File: config.mk
export PLATFORM = sky130hd
export DESIGN_NAME = ucsbece154b_gshare_predictor
export DESIGN_NICKNAME = d
export VERILOG_FILES = /design/src/rtl/ucsbece154b_gshare_predictor_pkg.sv /design/src/rtl/ucsbece154b_gshare_predictor_btb.sv /design/src/rtl/ucsbece154b_gshare_predictor.sv
export SDC_FILE = /design/constraint.sdc
export NUM_CORES = 2
export LEC_CHECK = 0
export ABC_CLOCK_PERIOD_IN_PS = 5000
export BUFFER_PORTS_ARGS = -buffer_cell sky130_fd_sc_hd__buf_4
export CAP_MARGIN = 20
export CELL_PAD_IN_SITES_DETAIL_PLACEMENT = 1
export CELL_PAD_IN_SITES_GLOBAL_PLACEMENT = 2
export CORE_UTILIZATION = 47
export CTS_BUF_LIST = sky130_fd_sc_hd__clkbuf_4 sky130_fd_sc_hd__clkbuf_8
export DETAILED_ROUTE_END_ITERATION = 16
export PLACE_DENSITY_LB_ADDON = 0.12
export SYNTH_ARGS = -nofsm -noshare
export SYNTH_HDL_FRONTEND = slang
export SYNTH_HIERARCHICAL = 1
export SYNTH_SLANG_ARGS = --single-unit
File: constraint.sdc
create_clock -name clk -period 5 [get_ports clk]
set_clock_uncertainty 0.05 [all_clocks]
set_input_delay 1 -clock clk [delete_from_list [all_inputs] [get_ports clk]]
set_output_delay 1 -clock clk [all_outputs]
set_load 0.01 [all_outputs]
File: src/rtl/ucsbece154b_gshare_predictor_pkg.sv
// Shared types for the gshare branch predictor: PHT counter encodings,
// the PHT reset value, the BTB payload and the saturating counter update.
package ucsbece154b_gshare_predictor_pkg;

  localparam int unsigned XLEN = 32;

  // 2-bit saturating direction counter; bit 1 is the taken prediction
  typedef enum logic [1:0] {
    pht_snt = 2'b00,
    pht_wnt = 2'b01,
    pht_wt  = 2'b10,
    pht_st  = 2'b11
  } pht_ctr_e;

  localparam pht_ctr_e PHT_RESET = pht_wnt;

  // Data carried by a BTB entry alongside its tag
  typedef struct packed {
    logic            jump;
    logic [XLEN-1:0] target;
  } btb_payload_t;

  // Move one step toward the observed outcome, saturating at both ends
  function automatic pht_ctr_e pht_train(input pht_ctr_e ctr, input logic taken);
    pht_ctr_e nxt;
    nxt = ctr;
    case (ctr)
      pht_snt: nxt = taken ? pht_wnt : pht_snt;
      pht_wnt: nxt = taken ? pht_wt  : pht_snt;
      pht_wt:  nxt = taken ? pht_st  : pht_wnt;
      pht_st:  nxt = taken ? pht_st  : pht_wt;
      default: nxt = ctr;
    endcase
    return nxt;
  endfunction

endpackage

File: src/rtl/ucsbece154b_gshare_predictor_btb.sv
// Tagged direct-mapped branch target buffer: combinational read, write on
// the rising clock edge. Only the valid bits are reset.
// Ports:
//   clk, reset_i          clock / asynchronous active-low reset
//   lookup_pc             fetch PC to look up
//   hit                   entry valid and tag matches lookup_pc
//   lookup_data           jump flag and target of the indexed entry
//   wr_en, wr_pc, wr_data allocate/overwrite the entry indexed by wr_pc
module ucsbece154b_gshare_predictor_btb
  import ucsbece154b_gshare_predictor_pkg::*;
#(
  parameter int unsigned NUM_ENTRIES = 32
) (
  input  logic            clk,
  input  logic            reset_i,
  input  logic [XLEN-1:0] lookup_pc,
  output logic            hit,
  output btb_payload_t    lookup_data,
  input  logic            wr_en,
  input  logic [XLEN-1:0] wr_pc,
  input  btb_payload_t    wr_data
);

  localparam int unsigned IDX   = $clog2(NUM_ENTRIES);
  localparam int unsigned TAG_W = XLEN - IDX - 2;

  logic [NUM_ENTRIES-1:0] valid;
  logic [TAG_W-1:0]       tags [NUM_ENTRIES];
  btb_payload_t           data [NUM_ENTRIES];

  logic [IDX-1:0]   rd_idx;
  logic [IDX-1:0]   wr_idx;
  logic [TAG_W-1:0] rd_tag;
  logic [TAG_W-1:0] wr_tag;

  // Instructions are word aligned, so the low two PC bits carry no information
  logic unused_pc_bits;
  assign unused_pc_bits = ^{lookup_pc[1:0], wr_pc[1:0]};

  assign rd_idx = lookup_pc[IDX+1:2];
  assign rd_tag = lookup_pc[XLEN-1:IDX+2];
  assign wr_idx = wr_pc[IDX+1:2];
  assign wr_tag = wr_pc[XLEN-1:IDX+2];

  assign hit         = valid[rd_idx] && (tags[rd_idx] == rd_tag);
  assign lookup_data = data[rd_idx];

  // Valid bits: cleared by reset, set on allocation, never invalidated
  always_ff @(posedge clk or negedge reset_i) begin
    if (!reset_i) begin
      valid <= '0;
    end else if (wr_en) begin
      valid[wr_idx] <= 1'b1;
    end
  end

  // Tag and payload storage is not reset; valid gates its use
  always_ff @(posedge clk) begin
    if (wr_en) begin
      tags[wr_idx] <= wr_tag;
      data[wr_idx] <= wr_data;
    end
  end

endmodule

File: src/rtl/ucsbece154b_gshare_predictor.sv
// Gshare branch predictor. Fetch-side lookup returns a same-cycle prediction
// from the BTB and a PHT indexed by PC xor GHR; execute-side updates train the
// BTB and PHT and repair the speculative GHR on mispredictions.
// Ports:
//   clk, reset_i                      clock / asynchronous active-low reset
//   pc_i, ghr_shift_i                 fetch PC; shift GHR with this prediction
//   predict_taken_o, predict_target_o fetch-stage prediction
//   pht_index_o, ghr_snapshot_o       lookup context carried down the pipe
//   upd_*                             execute-stage resolution and its context
module ucsbece154b_gshare_predictor
  import ucsbece154b_gshare_predictor_pkg::*;
#(
  parameter int unsigned NUM_BTB_ENTRIES = 32,
  parameter int unsigned NUM_GHR_BITS    = 5
) (
  input  logic                    clk,
  input  logic                    reset_i,
  input  logic [XLEN-1:0]         pc_i,
  input  logic                    ghr_shift_i,
  output logic                    predict_taken_o,
  output logic [XLEN-1:0]         predict_target_o,
  output logic [NUM_GHR_BITS-1:0] pht_index_o,
  output logic [NUM_GHR_BITS-1:0] ghr_snapshot_o,
  input  logic                    upd_valid_i,
  input  logic [XLEN-1:0]         upd_pc_i,
  input  logic                    upd_is_branch_i,
  input  logic                    upd_is_jump_i,
  input  logic                    upd_taken_i,
  input  logic [XLEN-1:0]         upd_target_i,
  input  logic [NUM_GHR_BITS-1:0] upd_pht_index_i,
  input  logic [NUM_GHR_BITS-1:0] upd_ghr_i,
  input  logic                    upd_mispredict_i
);

  localparam int unsigned G           = NUM_GHR_BITS;
  localparam int unsigned PHT_ENTRIES = 1 << G;

  logic [G-1:0] ghr;
  logic [G-1:0] ghr_next;
  pht_ctr_e     pht [PHT_ENTRIES];

  logic         btb_hit;
  btb_payload_t btb_rd;
  logic         btb_wr_en;
  btb_payload_t btb_wr;

  // Allocate on every jump and every taken branch; not-taken branches leave the BTB alone
  assign btb_wr_en     = upd_valid_i && (upd_is_jump_i || (upd_is_branch_i && upd_taken_i));
  assign btb_wr.jump   = upd_is_jump_i;
  assign btb_wr.target = upd_target_i;

  ucsbece154b_gshare_predictor_btb #(
    .NUM_ENTRIES (NUM_BTB_ENTRIES)
  ) u_btb (
    .clk         (clk),
    .reset_i     (reset_i),
    .lookup_pc   (pc_i),
    .hit         (btb_hit),
    .lookup_data (btb_rd),
    .wr_en       (btb_wr_en),
    .wr_pc       (upd_pc_i),
    .wr_data     (btb_wr)
  );

  // Same-cycle lookup; reset forces not-taken even before the arrays settle
  assign pht_index_o      = pc_i[G+1:2] ^ ghr;
  assign ghr_snapshot_o   = ghr;
  assign predict_taken_o  = reset_i && btb_hit && (btb_rd.jump || pht[pht_index_o][1]);
  assign predict_target_o = btb_rd.target;

  // A repair flushes the fetched instruction, so it overrides the speculative shift
  always_comb begin
    ghr_next = ghr;
    if (upd_valid_i && upd_mispredict_i && upd_is_branch_i) begin
      ghr_next = {upd_ghr_i[G-2:0], upd_taken_i};
    end else if (upd_valid_i && upd_mispredict_i && upd_is_jump_i) begin
      ghr_next = upd_ghr_i;
    end else if (ghr_shift_i) begin
      ghr_next = {ghr[G-2:0], predict_taken_o};
    end
  end

  // Global history register
  always_ff @(posedge clk or negedge reset_i) begin
    if (!reset_i) begin
      ghr <= '0;
    end else begin
      ghr <= ghr_next;
    end
  end

  // Pattern history table, trained only by conditional branches
  always_ff @(posedge clk or negedge reset_i) begin
    if (!reset_i) begin
      for (int i = 0; i < int'(PHT_ENTRIES); i++) begin
        pht[i] <= PHT_RESET;
      end
    end else if (upd_valid_i && upd_is_branch_i) begin
      pht[upd_pht_index_i] <= pht_train(pht[upd_pht_index_i], upd_taken_i);
    end
  end

endmodule
# Word level (Yosys, flattened, before mapping)
# Memory sizes are Yosys's and may differ from the RTL's.
# Cells that the tools add are included.
[totals] regBits=101 n_memories=2 in_bits=114 mem_bits_rw=1856 output_inout_bits=43
[memory_table] memory="u_btb.data" words=32 word_bits=33 rd=1 rd_ports_with_merged_regs=0 wr=1 line_no="ucsbece154b_gshare_predictor_btb.sv:29" source="btb_payload_t data [NUM_ENTRIES];"
[memory_table] memory="u_btb.tags" words=32 word_bits=25 rd=1 rd_ports_with_merged_regs=0 wr=1 line_no="ucsbece154b_gshare_predictor_btb.sv:28" source="logic [TAG_W-1:0] tags [NUM_ENTRIES];"
[classes] mux=24 eq_ne=4 bitwise_logic=4 magnitude_cmp=6 reduce_logical=15
[op_table] operator="$bwmux 64" count=1
[op_table] operator="$or 32x32->32" count=1
[op_table] operator="$eq 25x25->1" count=1
[op_table] operator="$bmux 2 s5" count=2
[op_table] operator="$mux 2" count=8
[op_table] operator="$mux 5" count=3
[op_table] operator="$ge 6x6->1 const B" count=2
[op_table] operator="$lt 5x6->1 const B" count=2
[op_table] operator="$not 5->6" count=2
[op_table] operator="$logic_and 1x1->1" count=11
[op_table] operator="$demux 2 s5" count=1
[op_table] operator="$pmux 2 s4" count=1
[op_table] operator="$lt 6x1->1 const B" count=1
[op_table] operator="$mux 1" count=6
[op_table] operator="$bmux 1 s5" count=1
[op_table] operator="$demux 1 s5" count=1
[op_table] operator="$ge 5x1->1 const B" count=1
[op_table] operator="$xor 5x5->5" count=1
[op_table] operator="$eq 2x2->1 const B" count=2
[op_table] operator="$reduce_bool 3->1" count=1
[op_table] operator="$eq 2x1->1 const B" count=1
[op_table] operator="$logic_not 2->1" count=1
[op_table] operator="$logic_or 1x1->1" count=2

# Logic depth before layout (Yosys ltp)
[logic_depth] ltp_word=10 mapped_depth=17

# Modules after synthesis
# The synthesis kept the hierarchy.
[modules_own_cells] module="ucsbece154b_gshare_predictor_btb" cells_per_inst=3122 area_per_inst_um2=72226.8 n_inst=1
[modules_own_cells] module="ucsbece154b_gshare_predictor" cells_per_inst=354 area_per_inst_um2=3794.9 n_inst=1

# Least setup slack after synthesis
# Ideal clock, no wire load.
[synth_path] kind="input-to-reg" start="input upd_taken_i" end="memory u_btb/data[12][0] (netlist bit) (enable)" path_stages=5 required_ns=4.475 path_slack_ns=0.134 arrival_time_ns=4.341 cell_sequence="a21oi_1 nor2b_1 or3b_2 clkbuf_1 nor2_1"
[synth_between] elab_chain_len=5
[synth_lines] element="from (decl)" line_no="ucsbece154b_gshare_predictor.sv:28" source="input logic upd_taken_i,"
[synth_lines] element="$logic_and 1x1->1" line_no="ucsbece154b_gshare_predictor.sv:48" source="assign btb_wr_en = upd_valid_i && (upd_is_jump_i || (upd_is_branch_i && upd_taken_i));"
[synth_lines] element="$logic_or 1x1->1" line_no="ucsbece154b_gshare_predictor.sv:48"
[synth_lines] element="$logic_and 1x1->1" line_no="ucsbece154b_gshare_predictor.sv:48"
[synth_lines] element="named net btb_wr_en" line_no="ucsbece154b_gshare_predictor.sv:44" source="logic btb_wr_en;"
[synth_lines] element="$mux 1" line_no="ucsbece154b_gshare_predictor_btb.sv:59" source="if (wr_en) begin"
[synth_lines] element="$mux 1 (not written as such)" line_no="ucsbece154b_gshare_predictor_btb.sv:61" source="data[wr_idx] <= wr_data;"
[synth_lines] element="to (decl)" line_no="ucsbece154b_gshare_predictor_btb.sv:29"
# The timed path passes the listed nets, and every way through them passes these cells.

# Worst setup path after layout
[layout_path] start="input pc_i[2]" end="output predict_taken_o"
[layout_between] elab_cells_between_ends=14 cone_classes="eq/ne (1); mux (5); bitwise (2); reduce/logical (4); memory (2)"
[layout_lines] element="from (decl)" line_no="ucsbece154b_gshare_predictor.sv:18" source="input logic [XLEN-1:0] pc_i,"
[layout_lines] element="$mem_v2 32x25 / $bmux 1 s5 (equally long branches)"
[layout_lines] element="$eq 25x25->1 / $mux 1 (equally long branches)" line_no="ucsbece154b_gshare_predictor_btb.sv:45" source="assign hit = valid[rd_idx] && (tags[rd_idx] == rd_tag);"
[layout_lines] element="$logic_and 1x1->1 *" line_no="ucsbece154b_gshare_predictor_btb.sv:45"
[layout_lines] element="named net btb_hit" line_no="ucsbece154b_gshare_predictor.sv:42" source="logic btb_hit;"
[layout_lines] element="$logic_and 1x1->1 * (2 in a row)" line_no="ucsbece154b_gshare_predictor.sv:68" source="assign predict_taken_o = reset_i && btb_hit && (btb_rd.jump || pht[pht_index_o][1]);"
[layout_lines] element="to (decl)" line_no="ucsbece154b_gshare_predictor.sv:20" source="output logic predict_taken_o,"
# The timed path passes the listed nets; every way through them passes the cells marked *. The select of a mux whose other input is x is not followed.

==> summary by stage <==
Timing
The top achievable clock speed is 0.185 GHz. Setup repair after global routing could not meet its margin everywhere. The count of final max-slew check failures is 0. The number of hold violations in the final report was 0. Counting I/O delays and the setup requirement, the final critical path takes 5.40 ns.

Once routing completed, OpenROAD measured the worst setup slack at -0.399 ns. The actual transition at the worst max-transition pin is 1.19 ns. The final critical path takes up 108% of the cycle.

The worst pin sits at a relative slew slack of 20.6%. Setup violations remaining at the end of the flow were counted as 1.

Global route
The leftover overflow at the end of global routing is 0. The global-route wire length before repair is 298 mm. The total routing resource utilization after global routing is 26.1%. The initial antenna violation count was 16. Entering global routing, the biggest net connects 99 pins. The via count of the first global-routing pass came to 41.2k.

Synth
The share of synthesized area occupied by flip-flops and latches is 76.7%. The number of standard cells after synthesis is 3,476. The number of flops mapped to enable cells by yosys is 1,856. The count of unique library cells instantiated by Yosys is 61. The cell area that synthesis handed to floorplanning was 76,000 um^2. The synthesized design contains 1,957 register bits. A synthesized cell averages 21.9 um^2.

The most used flip-flop cell after synthesis is edfxtp_1. During synthesis, Yosys emitted a total of 6 warnings. The post-synth net total is 3,590.

After synthesis, the share of flip-flops with an asynchronous set or reset is 5.16%.

Critical path
The arrival time of data at the critical path endpoint is 4.35 ns. The startpoint-to-endpoint class of the critical path is input pin to primary output. The largest single stage delay on the critical path is 0.53 ns.

The cell count of the worst reg-to-reg path is 13. The worst setup path is launched from an input pin. The worst-case register-to-register setup slack is 1.30 ns. The kind of cell adding the most delay to the critical path is multiplexers. Walking the worst path, the cells encountered are buf_8 > buf_16 > mux4_2 > mux4_2 > mux2i_4 > xnor2_2 > nor4_2 > buf_4 > nand4_1 > buf_4 > nor4_4 > buf_6 > nand2_4 > nor3_4 > buf_6.

The number of buffers and inverters on the critical path is 6. The maximum fanout count along the critical path is 17. The worst register-to-register path ends at ghr_snapshot_o[0].

The startpoint of the worst register-to-register path is u_btb/tags[15][19]. Data on the critical path is required at its endpoint by 3.95 ns. The slowest stage cell on the critical path is mux4_2. STA classifies the critical path endpoint as a primary output.

Min path
The worst hold path terminates at ghr_snapshot_o[1]. The hold-critical path depth is 3. The worst min-delay path class is input pin to register.

The beginning of the worst hold path is upd_ghr_i[0].

Floorplan
The region available for standard cell placement spans 161,000 um^2. In this run the vertical extent of the chip is 404 um. The floorplan has 147 rows.

The starting utilization of the core area is 47.3%. The die is 404 um wide. The floorplan step defined a die boundary enclosing 163,000 um^2.

The count of pins on the block boundary is 157.

Placement
The HPWL after detailed placement is 114 mm. The worst slack after detailed placement is -0.728 ns. Buffers placed on the I/O ports in this run total 152. Once placement completed, the tool counted placed cells totaling 5,875. The congestion estimate from routability-driven global placement came to 0.773.

Detailed routing
For this block, the initial DRC count from the detailed router was 3,657. Using the TritonRoute via totals, the vias-per-cell ratio works out to 6.02. The routed design has 212 mm of wire.

The number of nets with antenna violations after routing is 0. The residual DRC count is 0. The pre-antenna-repair detailed-routing pass consisted of 5 iterations. Summing over every cut layer, the via total after detailed routing is 38.9k.

The wire length per cell is 32.9 um.

Outcome
The final reports fail on negative setup slack. The flow ran to the end, but the final reports show violations.

Clock tree
TritonCTS built the clock tree. The clock reaches the later pin of the worst-skew pair after 1.04 ns. The root cell of the clock tree is clkbuf_8. The tree built by TritonCTS fans out to 1,957 sinks. After clock tree synthesis, the clock-pin slew on the worst setup and hold paths is 0.07 ns. The number of H-tree levels is 5. The clock passes through at most 4 buffers. The number of CTS-inserted buffers is 333.

Finish
The layout overhead on the synthesized area is 16.2%. In the layout the commonest cells are edfxtp_1, mux4_2, clkbuf_8, buf_4, nand2_1. The net total in the final layout is 4,171. The post-route netlist has 37.6% of its cells at a drive strength greater than 1.

The number of standard cells in the final layout excluding fillers is 6,451. Leaving out fill and tap cells, the most frequent cell in the layout is edfxtp_1.

Power
The worst-case IR drop observed on VDD is 0.298 mV. Dividing total power by cell area gives a power density of 385 nW/um^2. The static leakage power is 0.0290 uW.

Flow run
The max capacitance violation total is 0.
==> worst register-to-register path, cell delays in order, from the launching register on <==
cell and delay (ns):
edfxtp_1 0.38, mux4_2 0.50, mux4_2 0.49, mux2i_4 0.18
xnor2_2 0.11, nor4_2 0.25, buf_4 0.16, nand4_1 0.28
buf_4 0.27, nor4_4 0.15, buf_6 0.17, nand2_4 0.07
a211o_1 0.28, o31ai_1 0.23
==> worst max-delay path by stage <==
| stage | from | endpoint | slack, ns | cells after the start |
|---|---|---|---|---|
| floorplan | upd_taken_i | u_btb/data[12][0] | 0.13 | 5 |
| global placement | pc_i[2] | predict_taken_o | -0.72 | 16 |
| detailed placement | pc_i[2] | predict_taken_o | -0.73 | 16 |
| CTS | u_btb/tags[16][3] | predict_taken_o | -0.46 | 14 |
| global route | u_btb/tags[11][0] | predict_taken_o | -0.51 | 14 |
| finish | pc_i[2] | predict_taken_o | -0.40 | 15 |
==> registers in the layout, summed over array words and instances (netlist names) <==
signal          flops
u_btb/tags        800
pht                64
u_btb/valid        32
u_btb/data       1056
ghr_snapshot_o      5
==> area by class of cell <==
class | count | area, um^2
Clock buffer | 439 | 5480
Inverter | 9 | 41.3
Antenna cell | 6 | 15.0
Timing Repair Buffer | 419 | 4050
Tap cell | 2160 | 2700
Fill cell | 13900 | 72200
Sequential cell | 1957 | 58300
Multi-Input combinational cell | 1337 | 17200
Clock inverter | 124 | 632
==> repair_timing <==
| action | 4_1_cts | 5_1_grt |
|---|---|---|
| setup buffers | 0 | 3 |
| resized for setup | 16 | 12 |
| setup endpoints to repair | 25 | 17 |
| pin swaps | 3 | 2 |
| endpoints found under the hold margin | 16 | 0 |
| cloned | 0 | 2 |
| hold buffers | 2 | 0 |
==> cells by family (layout without fill, tap and decap cells) <==
| group | count (synthesis) | count (layout) | synth area share [%] |
|---|---|---|---|
| DFF | 1957 | 1957 | 76.7 |
| and+or+nand+nor | 431 | 431 | 2.53 |
| other | 0 | 6 | 0 |
| AOI/OAI and AO/OA | 231 | 231 | 2.10 |
| xor gates and xnor gates | 27 | 27 | 0.346 |
| muxes | 648 | 648 | 17.1 |
| buffers and inverters | 182 | 991 | 1.20 |
==> power by group <==
group	switching, uW	internal [uW]	leakage, uW	total (uW)
Combinational	1190	962	0.00781	2150
Sequential	96.0	18200	0.0179	18300
Clock	6240	7280	0.00327	13500
Total	7530	26500	0.0290	34000
==> through the flow <==
stage	hold slack [ns]	TNS, ns	util (%)	instance area [um^2]	total power [uW]
floorplan	0.384	0	-	76000	19800
global placement	0.396	-2.56	51.1	82000	20700
detailed placement	0.400	-3.08	51.1	82000	20800
CTS	0.0650	-0.457	54.9	88200	34300
global route	0.126	-0.514	55.0	88400	35000
finish	0.176	-0.399	55.0	88400	34000
==> Yosys cell counts (all sizes together) (43+ instances only) <==
cell type  instances  area share, %
mux2i             85            1.1
mux2              46           0.68
buf               97           0.78
edfxtp          1856             73
a22oi             43           0.42
dfrtp             69            2.3
clkbuf            76           0.38
nand2            241            1.2
o21ai             85           0.72
nor2              71           0.35
o22ai             43           0.35
mux4             517             15
==> per-layer routing <==
| layer | track usage, % | routed length (um) |
|---|---|---|
| met3 | 5.23 | 13500 |
| met5 | 0 | 124 |
| met4 | 7.85 | 5520 |
| met1 | 36.0 | 89300 |
| met2 | 42.4 | 104000 |
Power figures use the tool's default switching activity.
